$ cat src/rtl/mmio_ctrl_pkg.sv
// Shared constants for the MMIO controller: region nibbles, register
// offsets and the TX state encoding.
package mmio_ctrl_pkg;

  localparam logic [3:0] MMIO_REGION = 4'b1000;
  localparam logic [3:0] BIOS_REGION = 4'b0100;
  localparam logic [3:0] DMEM_REGION = 4'b0001;

  localparam logic [7:0] OFF_STATUS = 8'h00;
  localparam logic [7:0] OFF_RX     = 8'h04;
  localparam logic [7:0] OFF_TX     = 8'h08;
  localparam logic [7:0] OFF_CYC    = 8'h10;
  localparam logic [7:0] OFF_INST   = 8'h14;
  localparam logic [7:0] OFF_CLR    = 8'h18;
  localparam logic [7:0] OFF_BR     = 8'h1C;
  localparam logic [7:0] OFF_BROK   = 8'h20;

  typedef enum logic {
    TX_IDLE = 1'b0,
    TX_PEND = 1'b1
  } tx_state_e;

  // Word-aligned register offset; the byte lane bits never select a register.
  function automatic logic [7:0] word_offset(input logic [31:0] addr);
    return {addr[7:2], 2'b00};
  endfunction

endpackage

$ cat src/rtl/mmio_counter.sv
// Free-running event counter with synchronous clear; clear wins over
// increment so a clear written alongside an event always lands at zero.
module mmio_counter #(
  parameter int unsigned CNT_W = 32
) (
  input  logic             clk,
  input  logic             rst,
  input  logic             inc_i,
  input  logic             clr_i,
  output logic [CNT_W-1:0] cnt_o
);

  logic [CNT_W-1:0] cnt_q;

  // Count register: wraps naturally modulo 2^CNT_W.
  always_ff @(posedge clk or posedge rst) begin
    if (rst)        cnt_q <= '0;
    else if (clr_i) cnt_q <= '0;
    else if (inc_i) cnt_q <= cnt_q + CNT_W'(1);
  end

  assign cnt_o = cnt_q;

endmodule

$ cat src/rtl/mmio_ctrl.sv
// MMIO controller for the 0x8xxx_xxxx region: UART RX/TX handshakes,
// cycle/instruction counters and the registered read path into writeback.
// Optional branch counters are built when MMIO_BRANCH_CNT_EN is defined.
//
// TX FSM:
//   state   | meaning
//   TX_IDLE | no byte waiting, TX slot free
//   TX_PEND | uart_tx_data holds a byte the UART has not taken yet
module mmio_ctrl
  import mmio_ctrl_pkg::*;
#(
  parameter int unsigned CNT_W           = 32,
  parameter bit          TX_DROP_ON_BUSY = 1'b1
) (
`ifdef MMIO_BRANCH_CNT_EN
  input  logic        branch_valid,
  input  logic        branch_correct,
`endif
  input  logic        clk,
  input  logic        rst,
  input  logic        stall,
  input  logic [31:0] req_addr,
  input  logic        req_re,
  input  logic        req_we,
  input  logic [31:0] req_wdata,
  input  logic        instr_retire,
  input  logic [7:0]  uart_rx_data,
  input  logic        uart_rx_valid,
  output logic        uart_rx_ready,
  output logic [7:0]  uart_tx_data,
  output logic        uart_tx_valid,
  input  logic        uart_tx_ready,
  output logic [31:0] uart_out,
  output logic [3:0]  mem_out_sel
);

  logic [7:0]       off;
  logic             hit;
  logic             rd_hit;
  logic             wr_hit;
  logic             tx_wr;
  logic             cnt_clr;
  logic [31:0]      rd_data;
  logic [31:0]      uart_out_d;
  logic [31:0]      uart_out_q;
  logic [3:0]       mem_out_sel_q;
  tx_state_e        tx_state_q;
  logic [7:0]       tx_data_q;
  logic [CNT_W-1:0] cycle_cnt;
  logic [CNT_W-1:0] instr_cnt;
  logic             unused_ok;

  assign off    = word_offset(req_addr);
  assign hit    = (req_addr[31:28] == MMIO_REGION);
  assign rd_hit = hit && req_re;
  assign wr_hit = hit && req_we && !stall;

  assign tx_wr   = wr_hit && (off == OFF_TX);
  assign cnt_clr = wr_hit && (off == OFF_CLR);

  assign uart_rx_ready = rd_hit && (off == OFF_RX) && uart_rx_valid && !stall;

  assign unused_ok = ^{req_addr[27:8], req_addr[1:0], req_wdata[31:8]};

  mmio_counter #(.CNT_W(CNT_W)) u_cycle_cnt (
    .clk   (clk),
    .rst   (rst),
    .inc_i (1'b1),
    .clr_i (cnt_clr),
    .cnt_o (cycle_cnt)
  );

  mmio_counter #(.CNT_W(CNT_W)) u_instr_cnt (
    .clk   (clk),
    .rst   (rst),
    .inc_i (instr_retire),
    .clr_i (cnt_clr),
    .cnt_o (instr_cnt)
  );

`ifdef MMIO_BRANCH_CNT_EN
  logic [CNT_W-1:0] br_cnt;
  logic [CNT_W-1:0] br_ok_cnt;

  mmio_counter #(.CNT_W(CNT_W)) u_br_cnt (
    .clk   (clk),
    .rst   (rst),
    .inc_i (branch_valid),
    .clr_i (cnt_clr),
    .cnt_o (br_cnt)
  );

  mmio_counter #(.CNT_W(CNT_W)) u_br_ok_cnt (
    .clk   (clk),
    .rst   (rst),
    .inc_i (branch_valid && branch_correct),
    .clr_i (cnt_clr),
    .cnt_o (br_ok_cnt)
  );
`endif

  // Read decode; RX data reads as zero when no byte is waiting.
  always_comb begin
    rd_data = '0;
    case (off)
      OFF_STATUS: rd_data = {30'b0, uart_rx_valid, (tx_state_q != TX_PEND)};
      OFF_RX:     rd_data = uart_rx_valid ? {24'b0, uart_rx_data} : 32'b0;
      OFF_CYC:    rd_data = 32'(cycle_cnt);
      OFF_INST:   rd_data = 32'(instr_cnt);
`ifdef MMIO_BRANCH_CNT_EN
      OFF_BR:     rd_data = 32'(br_cnt);
      OFF_BROK:   rd_data = 32'(br_ok_cnt);
`endif
      default:    rd_data = '0;
    endcase
  end

  assign uart_out_d = rd_hit ? rd_data : 32'b0;

  // Writeback-facing registers; frozen while the pipeline is stalled.
  always_ff @(posedge clk or posedge rst) begin
    if (rst) begin
      uart_out_q    <= '0;
      mem_out_sel_q <= '0;
    end else if (!stall) begin
      uart_out_q    <= uart_out_d;
      mem_out_sel_q <= req_addr[31:28];
    end
  end

  // TX FSM: a write coinciding with acceptance refills the slot, otherwise
  // a write while pending is dropped or overwrites depending on TX_DROP_ON_BUSY.
  always_ff @(posedge clk or posedge rst) begin
    if (rst) begin
      tx_state_q <= TX_IDLE;
      tx_data_q  <= '0;
    end else begin
      case (tx_state_q)
        TX_IDLE: begin
          if (tx_wr) begin
            tx_data_q  <= req_wdata[7:0];
            tx_state_q <= TX_PEND;
          end
        end
        TX_PEND: begin
          if (uart_tx_ready) begin
            if (tx_wr) tx_data_q  <= req_wdata[7:0];
            else       tx_state_q <= TX_IDLE;
          end else if (tx_wr && !TX_DROP_ON_BUSY) begin
            tx_data_q <= req_wdata[7:0];
          end
        end
        default: tx_state_q <= TX_IDLE;
      endcase
    end
  end

  assign uart_tx_valid = (tx_state_q == TX_PEND);
  assign uart_tx_data  = tx_data_q;
  assign uart_out      = uart_out_q;
  assign mem_out_sel   = mem_out_sel_q;

endmodule

$ cat config.mk
export PLATFORM = sky130hd
export DESIGN_NAME = mmio_ctrl
export DESIGN_NICKNAME = d
export VERILOG_FILES = /design/src/rtl/mmio_ctrl_pkg.sv /design/src/rtl/mmio_counter.sv /design/src/rtl/mmio_ctrl.sv
export SDC_FILE = /design/constraint.sdc
export NUM_CORES = 1
export LEC_CHECK = 0
export CORE_MARGIN = 3
export CORE_UTILIZATION = 45
export DETAILED_ROUTE_END_ITERATION = 10
export PLACE_DENSITY = 0.76
export SYNTH_ARGS = -nofsm -noshare
export SYNTH_HDL_FRONTEND = slang
export SYNTH_SLANG_ARGS = --single-unit
$ cat constraint.sdc
create_clock -name clk -period 3.45 [get_ports clk]
set_input_delay 0.345 -clock clk [delete_from_list [all_inputs] [get_ports clk]]
set_output_delay 0.345 -clock clk [all_outputs]
set_load 0.1 [all_outputs]
==> results of run 1 <==
final timing paths:
path | from | endpoint | cells after the start
worst max-delay path | u_instr_cnt.cnt_o[1] | u_instr_cnt.cnt_o[28] | 5
worst min-delay path | rst | mem_out_sel[1] | 2
worst max register to register | u_instr_cnt.cnt_o[1] | u_instr_cnt.cnt_o[28] | 5
worst min register to register | uart_out[26] | uart_out[26] | 2
max in group asynchronous | rst | u_instr_cnt.cnt_o[19] | 3
min in group clk | uart_out[26] | uart_out[26] | 2
power groups by stage:
stage,Combinational (mW),Sequential (mW),Clock [mW]
after floorplan,0.212,1.53,0
after global placement,0.344,1.51,0
after detailed placement,0.357,1.52,0
after CTS,0.361,1.50,1.14
after global routing,0.397,1.52,1.18
final,0.358,1.50,1.12
area by class of cell:
type                       instances  area, µm²
clock buffer                       9        225
clock inverter                     7       98.8
fill                             977       4950
inverter                          10       40.0
multi-input combinational        379       2500
sequential                       109       2730
tap                              143        179
timing repair buffer              84        846
flip-flops by register name, indices dropped and copies added, names as in the netlist:
| signal | cells |
|---|---|
| u_instr_cnt.cnt_o | 32 |
| u_cycle_cnt.cnt_o | 32 |
| mem_out_sel | 4 |
| uart_tx_valid | 1 |
| uart_tx_data | 8 |
| uart_out | 32 |
placed cells by master (no fill, tap or decap), types with 22 or more instances in the layout:
cell             netlist  layout
a21oi_1               34      34
clkdlybuf4s50_1        0      77
dfrtp_1              109     109
mux2i_1               35      35
nand2_1               48      48
nand3_1               23      23
nor2_1                32      31
o21ai_0               38      38
o31ai_1               22      22
or4_1                 26      26
logic make-up (layout without fill, tap and decap cells):
group / after synthesis / in the layout / synth area share [%]
and+or+nand+nor: 191 / 191 / 19.6
adders and majority gates: 2 / 2 / 0.464
buffers and inverters: 42 / 110 / 3.23
muxes: 48 / 48 / 9.42
AOI/OAI and AO/OA: 113 / 113 / 12.7
xor gates and xnor gates: 25 / 25 / 4.06
DFF: 109 / 109 / 50.6
worst max-delay path: cells and delay by family (launching register included):
kind                       cells  cell delay (ns)
AOI/OAI and AO/OA              1             0.16
adders and majority gates      1             0.27
DFF                            1             0.47
and+or+nand+nor                3             1.61
metrics by stage:
stage | setup WS [ns] | power (mW) | utilization [%]
5_1_grt | 0.666 | 3.10 | 57.2
2_1_floorplan | 0.231 | 1.74 | -
4_1_cts | 0.874 | 3.00 | 57.2
3_3_place_gp | 0.645 | 1.86 | 54.4
6_report | 0.873 | 2.98 | 57.2
3_5_place_dp | 0.565 | 1.88 | 54.4
layer usage:
| metal | track usage [%] | vias up | wire, µm |
|---|---|---|---|
| li1 | - | 2068 | - |
| met1 | 26.0 | 2164 | 5770 |
| met2 | 33.6 | 117 | 6390 |
| met3 | 2.56 | 17 | 536 |
| met4 | 7.98 | 0 | 226 |
| met5 | 0 | - | 0 |
==> qor.yml, run 1 <==
rows: 39
dieHeight_um: 115
tns_ns: 0
cpPeakStageDelay_ns: 0.87
dr.first_iter.drc_count: 354
grt_antenna_before_repair: 0
cp_common_cell: "or4_1"
synth_edf_count: 0
placed_area_mm2: 0.00629
cp_slowest_cell: "or4_1"
htreeDepth: 3
clk-insertion-delay-late_ns: 0.34
crit_type: "flop to flop"
antenna_cells: 0
dieWidth_um: 115
yosys.area.top_type: "dfrtp_1"
portBuffers: 79
maxCapViolCount: 0
worst_pin_slew_ns: 1.05
cts_hold_buf: 0
setup_viol_count_final: 0
clock-sinks: 109
place_congestion: 0.804
grt_pass1_vias: 4340
cts_tree: "yes"
vdd_ir_drop_max_v: 0.000208
finalCriticalPeriod_ns: 2.58
synthCells: 530
syn_area_mm2: 0.00539
dpl.cell_count: 725
hpwl_um: 8730
max_slew_margin_pct: 30.0
drt-total-wl_um: 12900
synthArstFlopShare_pct: 100
p_per_area_mw_per_mm2: 451
worst_setup_path_start_kind: "flop"
p_sw_share_pct: 27.6
rsz0062_at_grt: "no"
period_share_pct: 74.7
wl_per_cell_um: 17.4
cts_inserted_buffers: 9
ctsResizeCount: 0
crit_fanout: 17
synth_area_per_cell_um2: 10.2
ys_ff_latch: 109
first_pass_iters: 6
skew_ns: 0.00501
core_mm2: 0.0116
ys_warn_count: 0
syn_nets: 612
cts_root_buffer: "clkbuf_16"
hp-class: "input port to async pin"
antenna_left: 0
ys_top_cells_by_count: "dfrtp_1 (109), nand2_1 (48), o21ai_0 (38), mux2i_1 (35), a21oi_1 (34)"
path_clk_slew_ns: 0.07
synth_most_common_cell: "dfrtp_1"
p_leak_nw: 2.70
final-hold-violation-count: 0
endpoint_kind: "flop"
fin_hold_ws_ns: 0.369
drive_gt1_share_pct: 7.19
fmax_mhz: 388
status: "finished, final reports clean"
die_area_mm2: 0.0133
area_growth_pct: 22.7
num_io_pins: 126
grt_pass1_wl_um: 21100
cp.arrival_ns: 2.85
vias_per_cell: 5.89
track_usage_pct: 19.9
route.detailed.drc: 0
synth_top_flop_cell: "dfrtp_1"
slew_violations: 0
seq_power_share_pct: 50.4
ys_top_cells_by_area: "dfrtp_1 (51%), mux2i_1 (6.5%), or4_1 (3.6%)"
clockPowerShare_pct: 37.6
synth_cell_types: 39
clockBufferDepth: 2
p_int_mw: 2.16
grt_max_degree: 62
r2r_setup_slack_ns: 0.87
synth-seq-area-share_pct: 50.6
power.switching_mw: 0.822
fin_cells: 741
nets: 675
globalRoute.totalOverflow: 0
path_cells: "ha_1 > nand3_1 > or4_1 > or4_1 > a21oi_1"
combPwrFrac_pct: 12.0
start_util_pct: 46.6
vias: 4366
synth_top_area_share_pct: 50.6
crit_required_ns: 3.72
postCtsSetupBuffers: 0
stdcell_area_mm2: 0.00661
No activity file was read; power rests on OpenSTA's default activity.
==> run 2, diff against run 1 <==
clock period = 2.2 ns   (was 3.45 ns; I/O delays follow)
==> run 2 against run 1 <==
Compared with the run above: total power up 50%; via count up 1.5%; clock skew up 0.0037 ns; critical path type unchanged.
==> qor.yml, run 2 (same netlist as run 1, synthesis figures left out) <==
status: "finished, final reports clean"  # unchanged
place_congestion: 0.865  # was 0.804
final_cell_mix: "dfrtp_1 (109), buf_4 (82), nand2_1 (48)"  # was dfrtp_1 (109), clkdlybuf4s50_1 (77), nand2_1 (48)
die_area_mm2: 0.0133  # unchanged
final_common_cell: "dfrtp_1"  # unchanged
clockPowerShare_pct: 33.2  # was 37.6%
start_util_pct: 46.6  # unchanged
portBuffers: 79  # unchanged
cts_inserted_buffers: 9  # unchanged
hp-class: "input port to async pin"  # unchanged
dr.first_iter.drc_count: 386  # was 354
maxCapViolCount: 0  # unchanged
route.detailed.drc: 0  # unchanged
htreeDepth: 3  # unchanged
vias: 4431  # was 4366
core_mm2: 0.0116  # unchanged
regToRegEndpoint: "u_instr_cnt.cnt_o[19]"  # was u_instr_cnt.cnt_o[28]
power.switching_mw: 1.24  # was 0.822 mW
rsz0062_at_grt: "no"  # unchanged
cts_tree: "yes"  # unchanged
cp.arrival_ns: 2.39  # was 2.85 ns
final-hold-violation-count: 0  # unchanged
p_int_mw: 3.23  # was 2.16 mW
cts_hold_buf: 0  # unchanged
track_usage_pct: 20.1  # was 19.9%
num_io_pins: 126  # unchanged
r2r_start: "u_instr_cnt.cnt_o[4]"  # was u_instr_cnt.cnt_o[1]
path_clk_slew_ns: 0.07  # about the same
clock-sinks: 109  # unchanged
vdd_ir_drop_max_v: 0.000363  # was 0.000208 V
period_share_pct: 97.0  # was 74.7%
fill_cells: 988  # was 977
area_growth_pct: 24.5  # was 22.7%
grt_antenna_before_repair: 0  # unchanged
tns_ns: 0  # unchanged
p_sw_share_pct: 27.7  # was 27.6%
first_pass_iters: 4  # was 6
crit_type: "flop to flop"  # unchanged
max_slew_margin_pct: 62.0  # was 30.0%
slew_violations: 0  # unchanged
p_per_area_mw_per_mm2: 666  # was 451 mW/mm²
r2r_setup_slack_ns: 0.07  # was 0.87 ns
worst_setup_path_start_kind: "flop"  # unchanged
antenna_left: 0  # unchanged
reg2regPathDepth: 5  # unchanged
grt_pass1_wl_um: 21400  # was 21100 µm
setup_ws_ns: 0.0661  # was 0.873 ns
skew_ns: 0.00872  # was 0.00501 ns
dieWidth_um: 115  # unchanged
hpwl_um: 8970  # was 8730 µm
antenna_cells: 0  # unchanged
combPwrFrac_pct: 15.2  # was 12.0%
p_leak_nw: 2.92  # was 2.70 nW
seq_power_share_pct: 51.6  # was 50.4%
drive_gt1_share_pct: 19.0  # was 7.19%
final_util_pct: 58.0  # was 57.2%
clk-insertion-delay-late_ns: 0.35  # was 0.34 ns
dieHeight_um: 115  # unchanged
clockBufferDepth: 2  # unchanged
grt_max_degree: 110  # was 62
vias_per_cell: 5.72  # was 5.89
setup_viol_count_final: 0  # unchanged
post-place-ws_ns: -0.213  # was 0.565 ns
crit_fanout: 13  # was 17
worst_pin_slew_ns: 0.570  # was 1.05 ns
drt-total-wl_um: 13000  # was 12900 µm
cts_root_buffer: "clkbuf_16"  # unchanged
wl_per_cell_um: 16.8  # was 17.4 µm
fmax_mhz: 469  # was 388 MHz
finalCriticalPeriod_ns: 2.13  # was 2.58 ns
crit_required_ns: 2.46  # was 3.72 ns
endpoint_kind: "flop"  # unchanged
nets: 709  # was 675
grt_pass1_vias: 4418  # was 4340
globalRoute.totalOverflow: 0  # unchanged
rows: 39  # unchanged
[run 2: cell types whose count changed in the layout (fill, tap and decap cells not counted), moves of 2 or more]
cell and change:
buf_4 +78, bufinv_16 -2, clkbuf_1 +3, clkdlybuf4s50_1 -45, clkinv_4 -2
[run 2: worst max-delay path by stage]
stage                                from                     to  slack (ns)
global placement             instr_retire  u_instr_cnt.cnt_o[18]       -0.14
global route        u_cycle_cnt.cnt_o[18]  u_cycle_cnt.cnt_o[27]        0.02
floorplan            u_instr_cnt.cnt_o[0]  u_instr_cnt.cnt_o[26]        0.09
CTS                  u_instr_cnt.cnt_o[2]  u_instr_cnt.cnt_o[16]        0.09
finish               u_instr_cnt.cnt_o[4]  u_instr_cnt.cnt_o[19]        0.07
detailed placement           instr_retire  u_instr_cnt.cnt_o[16]       -0.21
[run 2: critical path, cell delays in order, from the launching register on]
cell	delay, ns
dfrtp_1	0.48
nand4_4	0.15
or4_1	0.53
buf_4	0.20
or4_1	0.51
a21oi_1	0.18
[run 2: timing repair]
item,4_1_cts,5_1_grt
hold endpoints to repair,0,0
setup buffers,0,0
resized for setup,0,1
setup endpoints to repair,0,5
[run 2: metal layers]
layer / global-route usage (%) / up-vias / routed length (µm)
met1: 26.4 / 2176 / 5620
met3: 3.03 / 13 / 643
li1: - / 2138 / -
met4: 7.20 / 0 / 153
met5: 0 / - / 0
met2: 34.1 / 104 / 6580
[run 2: area by class of cell]
type,instances,area (µm²),share of cell area [%]
Timing Repair Buffer,118,1000,14.9
Clock inverter,2,10.0,0.149
Inverter,10,41.3,0.615
Tap cell,143,179,2.67
Sequential cell,109,2730,40.6
Multi-Input combinational cell,379,2500,37.3
Clock buffer,13,250,3.73
[run 2: through the flow]
stage | hold WS, ns | cell area (µm²) | cells | power (mW)
after global placement | 0.468 | 6450 | 759 | 2.99
final | 0.399 | 6710 | 774 | 4.47
after detailed placement | 0.475 | 6450 | 759 | 3.02
after global routing | 0.479 | 6710 | 774 | 4.67
after CTS | 0.445 | 6710 | 774 | 4.50
after floorplan | 0.319 | 5400 | 530 | 2.73
[run 2: power groups by stage]
| stage | Clock [mW] | Combinational [mW] | Sequential (mW) |
|---|---|---|---|
| floorplan | 0 | 0.334 | 2.40 |
| global placement | 0 | 0.659 | 2.33 |
| detailed placement | 0 | 0.676 | 2.34 |
| CTS | 1.51 | 0.684 | 2.31 |
| global route | 1.60 | 0.745 | 2.33 |
| finish | 1.48 | 0.679 | 2.31 |
